## config.mk

```make
export PLATFORM = sky130hd
export DESIGN_NAME = load_store_unit
export DESIGN_NICKNAME = d
export VERILOG_FILES = /design/src/rtl/lsu_pkg.sv /design/src/rtl/lsu_lane_align.sv /design/src/rtl/load_store_unit.sv
export SDC_FILE = /design/constraint.sdc
export NUM_CORES = 1
export LEC_CHECK = 0
export ABC_AREA = 1
export BUFFER_PORTS_ARGS = -buffer_cell sky130_fd_sc_hd__buf_4
export CAP_MARGIN = 0
export CORE_MARGIN = 4
export CORE_UTILIZATION = 55
export DETAILED_ROUTE_END_ITERATION = 10
export PLACE_DENSITY_LB_ADDON = 0.15
export SKIP_CTS_REPAIR_TIMING = 1
export SLEW_MARGIN = 20
export SYNTH_ARGS = -nofsm -noshare
export SYNTH_HDL_FRONTEND = slang
export SYNTH_HIERARCHICAL = 1
export SYNTH_SLANG_ARGS = --single-unit
```

## constraint.sdc

```tcl
create_clock -name clk -period 2.7 [get_ports clk]
set_clock_uncertainty 0.1 [all_clocks]
set_input_delay 0.54 -clock clk [delete_from_list [all_inputs] [get_ports clk]]
set_output_delay 0.54 -clock clk [all_outputs]
set_load 0.02 [all_outputs]
```

## src/rtl/lsu_pkg.sv

```systemverilog
// Shared definitions for the load/store unit: RV32I width codes, FSM states
// and the request legality check used when a request is accepted.
package lsu_pkg;

  localparam logic [2:0] F3_B  = 3'b000;
  localparam logic [2:0] F3_H  = 3'b001;
  localparam logic [2:0] F3_W  = 3'b010;
  localparam logic [2:0] F3_BU = 3'b100;
  localparam logic [2:0] F3_HU = 3'b101;

  localparam int unsigned WORD_BYTES = 4;

  typedef enum logic [2:0] {
    IDLE,
    READ,
    CAPTURE,
    WRITE,
    RESP
  } lsu_state_t;

  // Illegal width code for the direction, or address not naturally aligned.
  function automatic logic req_fault(input logic is_store, input logic [2:0] f3,
                                     input logic [1:0] off);
    logic illegal;
    logic misaligned;
    illegal    = 1'b0;
    misaligned = 1'b0;
    case (f3)
      F3_B:  ;
      F3_H:  misaligned = off[0];
      F3_W:  misaligned = |off;
      F3_BU: illegal = is_store;
      F3_HU: begin
        illegal    = is_store;
        misaligned = off[0];
      end
      default: illegal = 1'b1;
    endcase
    return illegal | misaligned;
  endfunction

endpackage

```

## src/rtl/lsu_lane_align.sv

```systemverilog
// Lane steering between a RAM word and the core: extends the addressed load
// lane and merges a sub-word store into the surrounding word.
module lsu_lane_align
  import lsu_pkg::*;
(
  input  logic [31:0] word,
  input  logic [1:0]  byte_off,
  input  logic [2:0]  funct3,
  input  logic [31:0] store_data,
  output logic [31:0] load_value,
  output logic [31:0] store_word
);

  logic [7:0]  lane_b;
  logic [15:0] lane_h;

  always_comb begin
    case (byte_off)
      2'd0:    lane_b = word[7:0];
      2'd1:    lane_b = word[15:8];
      2'd2:    lane_b = word[23:16];
      default: lane_b = word[31:24];
    endcase
    lane_h = byte_off[1] ? word[31:16] : word[15:0];

    case (funct3)
      F3_B:    load_value = {{24{lane_b[7]}}, lane_b};
      F3_H:    load_value = {{16{lane_h[15]}}, lane_h};
      F3_BU:   load_value = {24'h000000, lane_b};
      F3_HU:   load_value = {16'h0000, lane_h};
      default: load_value = word;
    endcase

    store_word = word;
    case (funct3)
      F3_B: store_word[{byte_off, 3'b000} +: 8] = store_data[7:0];
      F3_H: begin
        if (byte_off[1]) store_word[31:16] = store_data[15:0];
        else             store_word[15:0]  = store_data[15:0];
      end
      default: store_word = store_data;
    endcase
  end

endmodule

```

## src/rtl/load_store_unit.sv

```systemverilog
// RV32I load/store front end for a word-wide RAM without byte enables;
// sub-word stores are done as read-modify-write.
module load_store_unit
  import lsu_pkg::*;
#(
  parameter int unsigned ADDR_WIDTH = 12
) (
  input  logic                  clk,
  input  logic                  reset,
  input  logic                  req_valid,
  input  logic                  req_write,
  input  logic [2:0]            funct3,
  input  logic [31:0]           addr,
  input  logic [31:0]           store_data,
  output logic                  busy,
  output logic                  done,
  output logic                  fault,
  output logic [31:0]           load_data,
  output logic [ADDR_WIDTH-1:0] mem_addr,
  output logic [31:0]           mem_write_data,
  output logic                  mem_write_enable,
  input  logic [31:0]           mem_read_data
);

  localparam int unsigned OFF_BITS = $clog2(WORD_BYTES);

  lsu_state_t  state;
  logic [1:0]  off_q;
  logic [2:0]  f3_q;
  logic [31:0] sd_q;
  logic        is_store_q;
  logic        we_q;
  logic [31:0] ld_ext;
  logic [31:0] st_merged;
  logic        unused_addr_hi;

  // Bytes beyond the RAM depth are ignored so addresses wrap.
  assign unused_addr_hi = ^addr[31:ADDR_WIDTH+OFF_BITS];

  // Gated so a reset landing in the WRITE cycle cannot corrupt the RAM.
  assign mem_write_enable = we_q & ~reset;

  lsu_lane_align u_align (
    .word       (mem_read_data),
    .byte_off   (off_q),
    .funct3     (f3_q),
    .store_data (sd_q),
    .load_value (ld_ext),
    .store_word (st_merged)
  );

  always_ff @(posedge clk) begin
    if (reset) begin
      state          <= IDLE;
      busy           <= 1'b0;
      done           <= 1'b0;
      fault          <= 1'b0;
      we_q           <= 1'b0;
      load_data      <= '0;
      mem_addr       <= '0;
      mem_write_data <= '0;
      off_q          <= '0;
      f3_q           <= '0;
      sd_q           <= '0;
      is_store_q     <= 1'b0;
    end else begin
      case (state)
        IDLE: begin
          if (req_valid) begin
            off_q      <= addr[OFF_BITS-1:0];
            f3_q       <= funct3;
            sd_q       <= store_data;
            is_store_q <= req_write;
            busy       <= 1'b1;
            mem_addr   <= addr[ADDR_WIDTH+OFF_BITS-1:OFF_BITS];
            if (req_fault(req_write, funct3, addr[1:0])) begin
              done  <= 1'b1;
              fault <= 1'b1;
              state <= RESP;
            end else if (req_write && funct3 == F3_W) begin
              mem_write_data <= store_data;
              we_q           <= 1'b1;
              state          <= WRITE;
            end else begin
              state <= READ;
            end
          end
        end
        READ: state <= CAPTURE;
        CAPTURE: begin
          if (is_store_q) begin
            mem_write_data <= st_merged;
            we_q           <= 1'b1;
            state          <= WRITE;
          end else begin
            load_data <= ld_ext;
            done      <= 1'b1;
            state     <= RESP;
          end
        end
        WRITE: begin
          we_q  <= 1'b0;
          done  <= 1'b1;
          state <= RESP;
        end
        RESP: begin
          done  <= 1'b0;
          fault <= 1'b0;
          busy  <= 1'b0;
          state <= IDLE;
        end
        default: state <= IDLE;
      endcase
    end
  end

endmodule

```

=== Word level (Yosys, flattened, before mapping) ===
Cells that the tools add are included.

* $add $sub $neg: 1
* $mul: 0
* Div/mod/pow operators: 0
* Order comparisons: 0
* Eq/ne operators: 19
* Shift-type cells: 2
* Multiplexer cells: 37
* Bitwise logic cells: 4
* Reductions and logical operators: 20

{| class="wikitable"
|+ Operators by type and width
! kind !! count
|-
| 32-bit two-way mux || 4
|-
| 32-bit one-hot mux with 2 select lines || 2
|-
| 32-bit one-hot mux with 4 select lines || 1
|-
| 16-bit two-way mux || 3
|-
| 32-bit bitwise mux || 1
|-
| 8-bit by 7-bit variable shift with 32-bit output (first input constant) || 1
|-
| 8-bit by 7-bit variable part select with 32-bit output || 1
|-
| 8-bit one-hot mux with 3 select lines || 1
|-
| 3-bit equality test (second input constant) || 5
|-
| 1-bit two-way mux || 14
|-
| 2-bit inequality test (second input constant) || 6
|-
| 3-bit one-hot mux with 4 select lines || 1
|-
| 5-bit AND reduction || 2
|-
| 3-bit by 1-bit equality test with 1-bit output (second input constant) || 3
|-
| 3-bit by 2-bit equality test with 1-bit output (second input constant) || 3
|-
| 3-bit zero test || 3
|-
| 3-bit two-way mux || 3
|-
| 1-bit one-hot mux with 2 select lines || 4
|-
| 5-bit negator with 7-bit output || 1
|-
| 2-bit AND reduction || 3
|-
| 2-bit OR reduction || 3
|-
| 1-bit one-hot mux with 4 select lines || 1
|-
| 4-bit AND reduction || 1
|-
| 2-bit nonzero test || 2
|-
| 13 further kinds || 14
|}

* Bits in registers: 121
* Bits in latches: 0
* Bits in writable memories: 0
* Memory bits (read-only): 0
* Input port bits: 103
* Output and inout port bits: 80
* Logic and storage cells: 95
* Memories: 0

=== Logic depth before layout (Yosys ltp) ===
Gate-level depths: netlist of run 1.

* Depth after elaboration: 10
* Depth in mapped cells: 16

=== By module ===
The synthesis of run 1 kept the hierarchy.

{| class="wikitable"
|+ By module, submodules not included
! module !! times used !! cells an instance !! area an instance (µm²) !! sequential area each (µm²)
|-
| load_store_unit || 1 || 807 || 5417.7 || 2422.3
|-
| lsu_lane_align || 1 || 455 || 2138.3 || 0.0
|}

=== Least setup slack after synthesis of run 1 ===
Ideal clock, no wire load.

* Path kind: flip-flop to flip-flop
* From: reg off_q[1]
* To: reg mem_write_data[0]
* Library setup time: 110 ps
* Arrival: 2066 ps
* Required time: 2490 ps
* Slack: 424 ps
* Stages on the path, launching flop included: 15
* Path buffers: 3
* Clock period less this slack: 2276 ps
* Path through: dfxtp_1 inv_1 clkbuf_1 ha_1 clkbuf_1 clkbuf_1 nand2_1 o211ai_1 nand3_1 nand3_1 nand2_1 inv_1 nand4_1 nand2_1 nor2_1

* Longest elaborated chain between the ends: 6

{| class="wikitable"
|+ RTL lines
! element !! line !! source
|-
| from (decl) || load_store_unit.sv:28 || <nowiki>logic [1:0] off_q;</nowiki>
|-
| from (signal assigned) || load_store_unit.sv:70 || <nowiki>off_q <= addr[OFF_BITS-1:0];</nowiki>
|-
| 5-bit negator with 7-bit output || lsu_lane_align.sv:36 || <nowiki>F3_B: store_word[{byte_off, 3'b000} +: 8] = store_data[7:0];</nowiki>
|-
| 8-bit by 7-bit variable part select with 32-bit output / 8-bit by 7-bit variable shift with 32-bit output (equally long branches) || lsu_lane_align.sv:36 ||
|-
| 32-bit bitwise mux || lsu_lane_align.sv:36 ||
|-
| 32-bit one-hot mux with 2 select lines (*) || lsu_lane_align.sv:35 || <nowiki>case (funct3)</nowiki>
|-
| named net st_merged[0] || load_store_unit.sv:34 || <nowiki>logic [31:0] st_merged;</nowiki>
|-
| 32-bit two-way mux (*) || load_store_unit.sv:91 || <nowiki>if (is_store_q) begin</nowiki>
|-
| 32-bit one-hot mux with 2 select lines (*) || load_store_unit.sv:67 || <nowiki>case (state)</nowiki>
|-
| to (signal assigned) || load_store_unit.sv:81 || <nowiki>mem_write_data <= store_data;</nowiki>
|-
| to (signal assigned) || load_store_unit.sv:92 || <nowiki>mem_write_data <= st_merged;</nowiki>
|-
| to (decl) || load_store_unit.sv:20 || <nowiki>output logic [31:0] mem_write_data,</nowiki>
|}

Mark *: on every way through the listed nets, which the timed path passes. The rest lies on a longest branch. The select of a mux whose other input is x is not followed.
A chain may end at the register's enable or synchronous reset.

=== Final worst setup path of run 1 ===
* From: reg off_q[0]
* To: reg mem_write_data[19]

* Longest elaborated chain between the ends: 6

{| class="wikitable"
|+ RTL lines
! element !! line
|-
| 5-bit negator with 7-bit output (*) || lsu_lane_align.sv:36
|-
| 8-bit by 7-bit variable part select with 32-bit output / 8-bit by 7-bit variable shift with 32-bit output (equally long branches) || lsu_lane_align.sv:36
|-
| 32-bit bitwise mux (*) || lsu_lane_align.sv:36
|-
| 32-bit one-hot mux with 2 select lines (*) || lsu_lane_align.sv:35
|-
| named net st_merged[19] || load_store_unit.sv:34
|-
| 32-bit two-way mux (*) || load_store_unit.sv:91
|-
| 32-bit one-hot mux with 2 select lines (*) || load_store_unit.sv:67
|}

Marked as above.

==> results of run 1 <==
[layout make-up]
class | count | area, um^2
Timing Repair Buffer | 197 | 1480
Sequential cell | 121 | 2420
Clock buffer | 18 | 429
Inverter | 143 | 537
Fill cell | 1225 | 3910
Clock inverter | 14 | 185
Tap cell | 176 | 220
Multi-Input combinational cell | 906 | 4170
[worst paths after layout]
kind	from	endpoint	slack, ns	cells after the start
max	off_q[0]	mem_write_data[19]	0.28	14
min	addr[5]	mem_addr[3]	0.29	3
max reg2reg	off_q[0]	mem_write_data[19]	0.28	14
min reg2reg	load_data[3]	load_data[3]	0.36	2
[per-layer routing]
layer / track usage / wire length [um] / vias up
li1: - / - / 4330
met1: 0.448 / 11200 / 4021
met2: 0.492 / 11800 / 487
met3: 0.0832 / 2660 / 44
met4: 0.101 / 593 / 0
met5: 0 / 0 / -
[worst min-delay path, cell delays in order]
cell     delay (ns)
buf_4          0.11
nand3_1        0.07
a21oi_1        0.06
[flip-flops by register name (all words and copies together), names as in the netlist]
name / flops
fault: 1
load_data: 32
f3_q: 3
is_store_q: 1
busy: 1
sd_q: 32
we_q: 1
mem_addr: 12
state: 3
off_q: 2
mem_write_data: 32
done: 1
[where the power goes]
group          internal (mW)  total, mW  switching [mW]
Combinational          0.458       1.36           0.900
Clock                   1.48       2.39           0.913
Sequential              1.88       1.96          0.0753
Total                   3.81       5.70            1.89
[cells in the final DEF, fill, tap and decap left out, types with 2 or more instances in the layout]
cell and instances:
nand2_2 5, buf_4 197, nand4_1 33, inv_8 2, nor3_1 4, inv_6 5, o211ai_1 19, nand3_2 3
dfxtp_1 121, nand3_1 205, clkbuf_16 17, ha_1 6, clkinvlp_4 2, inv_1 131, a21oi_1 117, nor2_4 2
clkinv_1 2, o21ai_0 52, bufinv_16 3, inv_2 10, nor2_1 72, nand2_1 379, a31oi_1 3
[logic make-up after synthesis]
family,share of synthesized area
buf+inv,0.128
fa+ha+maj,0.00994
flops,0.321
simple gates,0.407
compound gates,0.134
[stage by stage]
stage,hold slack [ns],setup WS [ns],instance area (um^2),cells,util
after floorplan,0.332,0.424,7560,1262,-
after global placement,0.341,0.406,8830,1543,0.661
after detailed placement,0.352,0.396,8830,1543,0.661
after CTS,0.281,0.349,9440,1575,0.707
after global routing,0.298,0.110,9440,1575,0.707
final,0.287,0.281,9440,1575,0.707
==> flow_metrics.tcl, run 1 <==
set metrics [dict create \
    min_period_over_period 0.896 \
    routed_wirelength_mm 26.2 \
    synth_flop_cell "dfxtp_1" \
    initial_core_util 0.566 \
    cp_top_family "simple AND/OR/NAND/NOR gates" \
    post_drt_wl_per_cell_um 16.6 \
    finalSetupTns_ns 0 \
    finalHoldViolCount 0 \
    critPathMaxFanout 12 \
    outcome "completed" \
    synth.distinct_cells 28 \
    layout-drive-gt1-share 0.181 \
    fmax_mhz 413 \
    yosysTopAreaCell "dfxtp_1" \
    cpMostUsedCell "nand2_1" \
    slowest_stage "nand2_1" \
    yosysMostFrequentCell "nand2_1" \
    start_kind "flip-flop" \
    p_per_area_nw_per_um2 604 \
    viasPerCell 5.64 \
    ys_seq_area_frac 0.321 \
    antenna_cells 0 \
    ios 183 \
    synthesis.nets 1371 \
    grtUsageTotal 0.322 \
    tritoncts "built" \
    grt_start_max_net_pins 83 \
    cts.sink_count 121 \
    cts_made_buffers 17 \
    die_h_um 125 \
    synth_common_cells "379 x nand2_1, 205 x nand3_1, 131 x inv_1" \
    worstSkewPairLatency_ns 0.43 \
    synth_edf_count 0 \
    clock_path_buffers 2 \
    cap_violations 0 \
    rows 42 \
    core_area_um2 13300 \
    maxSlewHeadroom 0.365 \
    yosys_register_bits 121 \
    portBuffers 164 \
    ir_worst_vdd_mv 0.648 \
    worstPathCellList "inv_1 > ha_1 > nand2_1 > inv_1 > nand3_1 > nand2_1 > nand2_1 > nand3_1 > nand3_1 > nand2_1 > inv_1 > nand4_1 > nand2_1 > nor2_1" \
    area_growth_pct 24.9 \
    final-max-slew-violation-count 0 \
    ys.warnings.count 6 \
    critPathMaxStageDelay_ns 0.32 \
    dr_total_vias 8882 \
    ant_nets 0 \
    worstPathRequired_ns 2.92 \
    synthTopCellsByArea "dfxtp_1 32%, nand2_1 19%, nand3_1 14%" \
    die_w_um 125 \
    grt_pass1_vias 7999 \
    p_total_mw 5.70 \
    h-tree-depth 4 \
    worstHoldPathType "in2reg" \
    cp.arrival_ns 2.64 \
    synthesis.area_um2 7560 \
    tightest_slew_ns 0.953 \
    finalSetupViolCount 0 \
    antenna_found_initial 0 \
    crit_type "reg2reg" \
    dieArea_um2 15700 \
    synthCells 1262 \
    worstPathBufferInverterCount 3 \
    p_leak_nw 4.53 \
    synth_top_area_frac 0.321 \
    async_flop_share 0 \
    hpwl_mm 18.9 \
    num-nets-final 1495 \
    period_needed_ns 2.42 \
    gr-total-overflow 0 \
    root_buffer "clkbuf_16" \
    place_congestion 1.00 \
    remaining_drc_errors 0 \
    syn_area_per_cell_um2 5.99 \
    cp-end-kind "flip-flop" \
    rsz0062_at_grt "no" \
    clk_pin_slew_ns 0.06 \
    drt_iter0_markers 935 \
    dr.pass1.iters 5 \
    grt_pass1_wl_mm 41.2 \
]
Note: power is estimated with default switching activity, not from simulation.
==> run 2, diff against run 1 <==
--- a/config.mk
+++ b/config.mk
@@ -8,7 +8,7 @@
 export ABC_AREA = 1
 export BUFFER_PORTS_ARGS = -buffer_cell sky130_fd_sc_hd__buf_4
 export CAP_MARGIN = 0
-export CORE_MARGIN = 4
+export CORE_MARGIN = 2
 export CORE_UTILIZATION = 55
 export DETAILED_ROUTE_END_ITERATION = 10
 export PLACE_DENSITY_LB_ADDON = 0.15
==> constraint.sdc (replaced) <==
create_clock -name clk -period 2.48 [get_ports clk]
set_clock_uncertainty 0.1 [all_clocks]
set_input_delay 0.496 -clock clk [delete_from_list [all_inputs] [get_ports clk]]
set_output_delay 0.496 -clock clk [all_outputs]
set_load 0.02 [all_outputs]
==> run 2 against run 1 <==
Final area is 0.13% lower. Register-to-register slack lost 0.11 ns. Power increased by 7.1%. Non-clock buffer count decreased by 1. Critical endpoint is now mem_write_data[27]. Global-route usage up 2.1 points. Cell count about the same. Wire length down 4.0%. Clock-buffer cell count stayed put. Critical path depth down 3. Sequential power rose by 9%. Sequential share of layout area about the same. Worst hold slack got worse by 0.037 ns.
==> flow_metrics.tcl, run 2 (same netlist as run 1, synthesis figures left out) <==
set metrics [dict create \
    dieArea_um2 14700 \
    h-tree-depth 4 \
    min_period_over_period 0.933 \
    critPathMaxFanout 13 \
    initial_core_util 0.566 \
    final-max-slew-violation-count 0 \
    fmax_mhz 432 \
    die_w_um 121 \
    num-nets-final 1494 \
    dr_total_vias 8801 \
    drt_iter0_markers 1080 \
    period_needed_ns 2.31 \
    antenna_cells 0 \
    top_regs "load_data (32), mem_write_data (32), sd_q (32)" \
    ios 183 \
    viasPerCell 5.59 \
    cp-end-kind "flip-flop" \
    grt_start_max_net_pins 83 \
    maxSlewHeadroom 0.400 \
    place_area_um2 8830 \
    place_congestion 1.01 \
    clock_path_buffers 2 \
    layout-drive-gt1-share 0.182 \
    cts.sink_count 121 \
    grt_pass1_wl_mm 39.8 \
    finalSetupTns_ns 0 \
    antenna_found_initial 0 \
    cp.arrival_ns 2.57 \
    area_growth_pct 24.8 \
    p_leak_nw 4.52 \
    tritoncts "built" \
    remaining_drc_errors 0 \
    worstHoldPathType "in2reg" \
    die_h_um 121 \
    root_buffer "clkbuf_16" \
    portBuffers 164 \
    grtUsageTotal 0.344 \
    ir_worst_vdd_mv 0.750 \
    outcome "completed" \
    place_inst 1542 \
    gr-total-overflow 0 \
    dr.pass1.iters 7 \
    finalSetupViolCount 0 \
    routed_wirelength_mm 25.1 \
    cts_made_buffers 17 \
    p_per_area_nw_per_um2 648 \
    hpwl_mm 18.1 \
    pre_cts_slack_ns 0.174 \
    p_total_mw 6.11 \
    final_core_util 0.706 \
    instances_no_fill 1574 \
    core_area_um2 13300 \
    mostFrequentLayoutCell "nand2_1" \
    holdWs_ns 0.251 \
    fin_area_um2 9430 \
    rows 42 \
    nFillCells 1229 \
    ant_nets 0 \
    rsz0062_at_grt "no" \
    start_kind "flip-flop" \
    grt_pass1_vias 7871 \
    tightest_slew_ns 0.899 \
    crit_type "reg2reg" \
    finalHoldViolCount 0 \
    post_drt_wl_per_cell_um 16.0 \
    worstSkewPairLatency_ns 0.42 \
    setup_ws_ns 0.166 \
    clk_pin_slew_ns 0.06 \
    worstPathRequired_ns 2.74 \
    final_cell_mix "378 x nand2_1, 205 x nand3_1, 195 x buf_4" \
    cap_violations 0 \
]
[run 2: cell types whose count changed in the layout (fill, tap and decap cells not counted), sizes merged]
cell,delta
bufinv,-1
inv,-2
clkinv,+4
buf,-1
clkinvlp,-1
[run 2: worst max-delay path, stage by stage, from the launching register on]
cell and delay, ns:
dfxtp_1 0.35, inv_2 0.15, nand2_2 0.08, nor2_1 0.67
o211ai_1 0.24, nand3_1 0.16, nand3_1 0.09, nand2_1 0.13
inv_1 0.06, nand4_1 0.09, nand2_1 0.06, nor2_1 0.09
[run 2: per-layer routing]
layer	global-route usage	wire [um]
met1	0.481	10800
met2	0.523	11100
met3	0.0658	2500
met4	0.131	713
met5	0	0
[run 2: final timing paths]
kind	startpoint	end	slack, ns	depth (start not counted)
setup / recovery	f3_q[1]	mem_write_data[27]	0.17	11
hold / removal	addr[7]	mem_addr[5]	0.25	3
hold reg to reg	load_data[3]	load_data[3]	0.36	2
setup reg to reg	f3_q[1]	mem_write_data[27]	0.17	11
[run 2: cell type report]
type | count | area (um^2) | area share
clock inverter | 14 | 165 | 0.0175
inverter | 143 | 537 | 0.0569
sequential | 121 | 2420 | 0.257
clock buffer | 18 | 429 | 0.0455
timing repair buffer | 196 | 1480 | 0.157
multi-input combinational | 906 | 4170 | 0.442
tap | 176 | 220 | 0.0234
[run 2: power breakdown]
group	switching (mW)	leakage (nW)	internal [mW]
clock network	1.00	0.289	1.51
logic	0.968	3.25	0.502
registers	0.0817	0.985	2.05
==> run 3, diff against run 2 <==
--- a/config.mk
+++ b/config.mk
@@ -8,10 +8,11 @@
 export ABC_AREA = 1
 export BUFFER_PORTS_ARGS = -buffer_cell sky130_fd_sc_hd__buf_4
 export CAP_MARGIN = 0
-export CORE_MARGIN = 2
 export CORE_UTILIZATION = 55
+export CTS_BUF_LIST = sky130_fd_sc_hd__clkbuf_8
 export DETAILED_ROUTE_END_ITERATION = 10
 export PLACE_DENSITY_LB_ADDON = 0.15
+export SETUP_SLACK_MARGIN = 0.3
 export SKIP_CTS_REPAIR_TIMING = 1
 export SLEW_MARGIN = 20
 export SYNTH_ARGS = -nofsm -noshare
==> run 3 against run 2 <==
Critical path depth stayed put. Fmax is 11% higher. Register-to-register slack better by 0.22 ns. Wire length is 1.6% higher. Global-route usage is 0.73 points higher. Utilization is 0.43 points higher. Non-clock buffer count is 8 higher. Final area is 0.21% higher. Setup slack better by 0.22 ns. Highest routed layer unchanged.
==> flow_metrics.tcl, run 3 (same netlist as run 1, synthesis figures left out) <==
set metrics [dict create \
    tightest_slew_ns 0.916 \
    crit_type "reg2reg" \
    ant_nets 0 \
    p_per_area_nw_per_um2 594 \
    root_buffer "clkbuf_8" \
    core_area_um2 13300 \
    grt_start_max_net_pins 83 \
    antenna_found_initial 0 \
    p_leak_nw 4.53 \
    cts.sink_count 121 \
    clock_path_buffers 2 \
    outcome "completed" \
    dr_total_vias 8887 \
    ff_latch_area_um2 2420 \
    cp-end-kind "flip-flop" \
    worstHoldStart "addr[5]" \
    initial_core_util 0.568 \
    num-nets-final 1505 \
    h-tree-depth 4 \
    min_period_over_period 0.844 \
    cap_violations 0 \
    worstPathRequired_ns 2.77 \
    rows 42 \
    startpoint "off_q[1]" \
    top_regs "load_data (32), mem_write_data (32), sd_q (32)" \
    place_congestion 0.990 \
    worstHoldPathType "in2reg" \
    layout-drive-gt1-share 0.198 \
    portBuffers 164 \
    remaining_drc_errors 0 \
    final_core_util 0.711 \
    critPathMaxFanout 16 \
    r2r-start "off_q[1]" \
    grt_pass1_wl_mm 39.1 \
    setup_ws_ns 0.387 \
    worstSkewPairLatency_ns 0.46 \
    cts_made_buffers 17 \
    clk_pin_slew_ns 0.08 \
    finalHoldViolCount 0 \
    routed_wirelength_mm 25.5 \
    final-max-slew-violation-count 0 \
    finalSetupTns_ns 0 \
    viasPerCell 5.61 \
    dr.pass1.iters 5 \
    pre_cts_slack_ns 0.179 \
    post_drt_wl_per_cell_um 16.1 \
    ir_worst_vdd_mv 0.348 \
    multi_input_comb_area_um2 4270 \
    dieArea_um2 14200 \
    maxSlewHeadroom 0.389 \
    die_h_um 119 \
    area_growth_pct 25.0 \
    finalSetupViolCount 0 \
    grtUsageTotal 0.351 \
    rsz0062_at_grt "no" \
    drt_iter0_markers 1067 \
    start_kind "flip-flop" \
    grt_pass1_vias 7690 \
    antenna_cells 0 \
    gr-total-overflow 0 \
    p_total_mw 5.61 \
    tritoncts "built" \
    fmax_mhz 478 \
    ios 183 \
    mostFrequentLayoutCell "nand2_1" \
    period_needed_ns 2.09 \
    nFillCells 1209 \
    hpwl_mm 18.3 \
    cp.arrival_ns 2.38 \
    die_w_um 119 \
    final_cell_mix "373 x nand2_1, 203 x nand3_1, 200 x buf_4" \
]
==> run 3: cell count changes in the layout (fill, tap and decap cells not counted), sizes merged <==
cell,before,now
clkinvlp,1,4
bufinv,2,4
buf,196,204
inv,146,141
clkinv,8,6
nand3,209,211
clkbuf,18,19
==> run 3: worst max-delay path, stage by stage (launching register included) <==
cell     delay [ns]
dfxtp_1        0.34
buf_4          0.23
ha_4           0.20
buf_4          0.18
nand2_1        0.06
nand2_1        0.06
inv_1          0.05
nand2_2        0.17
nand3_4        0.17
a21oi_1        0.20
nand3_1        0.11
a21oi_1        0.15
==> run 3: area by class of cell <==
class | instances | share of cell area
inverter | 143 | 0.0576
clock inverter | 11 | 0.0164
tap | 176 | 0.0233
timing repair buffer | 204 | 0.166
clock buffer | 19 | 0.0277
timing repair inverter | 1 | 0.000530
multi-input combinational | 908 | 0.451
sequential | 121 | 0.257
==> run 3: final timing paths <==
kind / to / slack (ns) / cells after the start
min reg2reg: done / 0.35 / 2
max reg2reg: load_data[10] / 0.39 / 11
max: load_data[10] / 0.39 / 11
min: mem_addr[3] / 0.21 / 3
==> run 3: report_power, final <==
group          total (mW)  leakage [nW]  switching (mW)  internal, mW
combinational        1.55          3.32            1.01         0.543
sequential           2.13         0.986          0.0852          2.05
clock                1.93         0.220           0.811          1.12
==> run 3: routing by layer <==
| metal | vias up | wire (um) | global-route usage | part of all wire |
|---|---|---|---|---|
| met1 | 4034 | 10900 | 0.466 | 0.43 |
| met3 | 62 | 2510 | 0.0872 | 0.098 |
| met2 | 445 | 11400 | 0.539 | 0.44 |
| met5 | - | 0 | 0 | 0 |
| met4 | 0 | 822 | 0.147 | 0.032 |
| li1 | 4346 | - | - | - |
==> run 3: stage by stage <==
| step | hold WS [ns] | instances | area [um^2] |
|---|---|---|---|
| after detailed placement | 0.345 | 1545 | 8880 |
| after floorplan | 0.332 | 1262 | 7560 |
| after CTS | 0.194 | 1575 | 9300 |
| final | 0.213 | 1583 | 9450 |
| after global routing | 0.205 | 1583 | 9450 |
| after global placement | 0.340 | 1545 | 8880 |
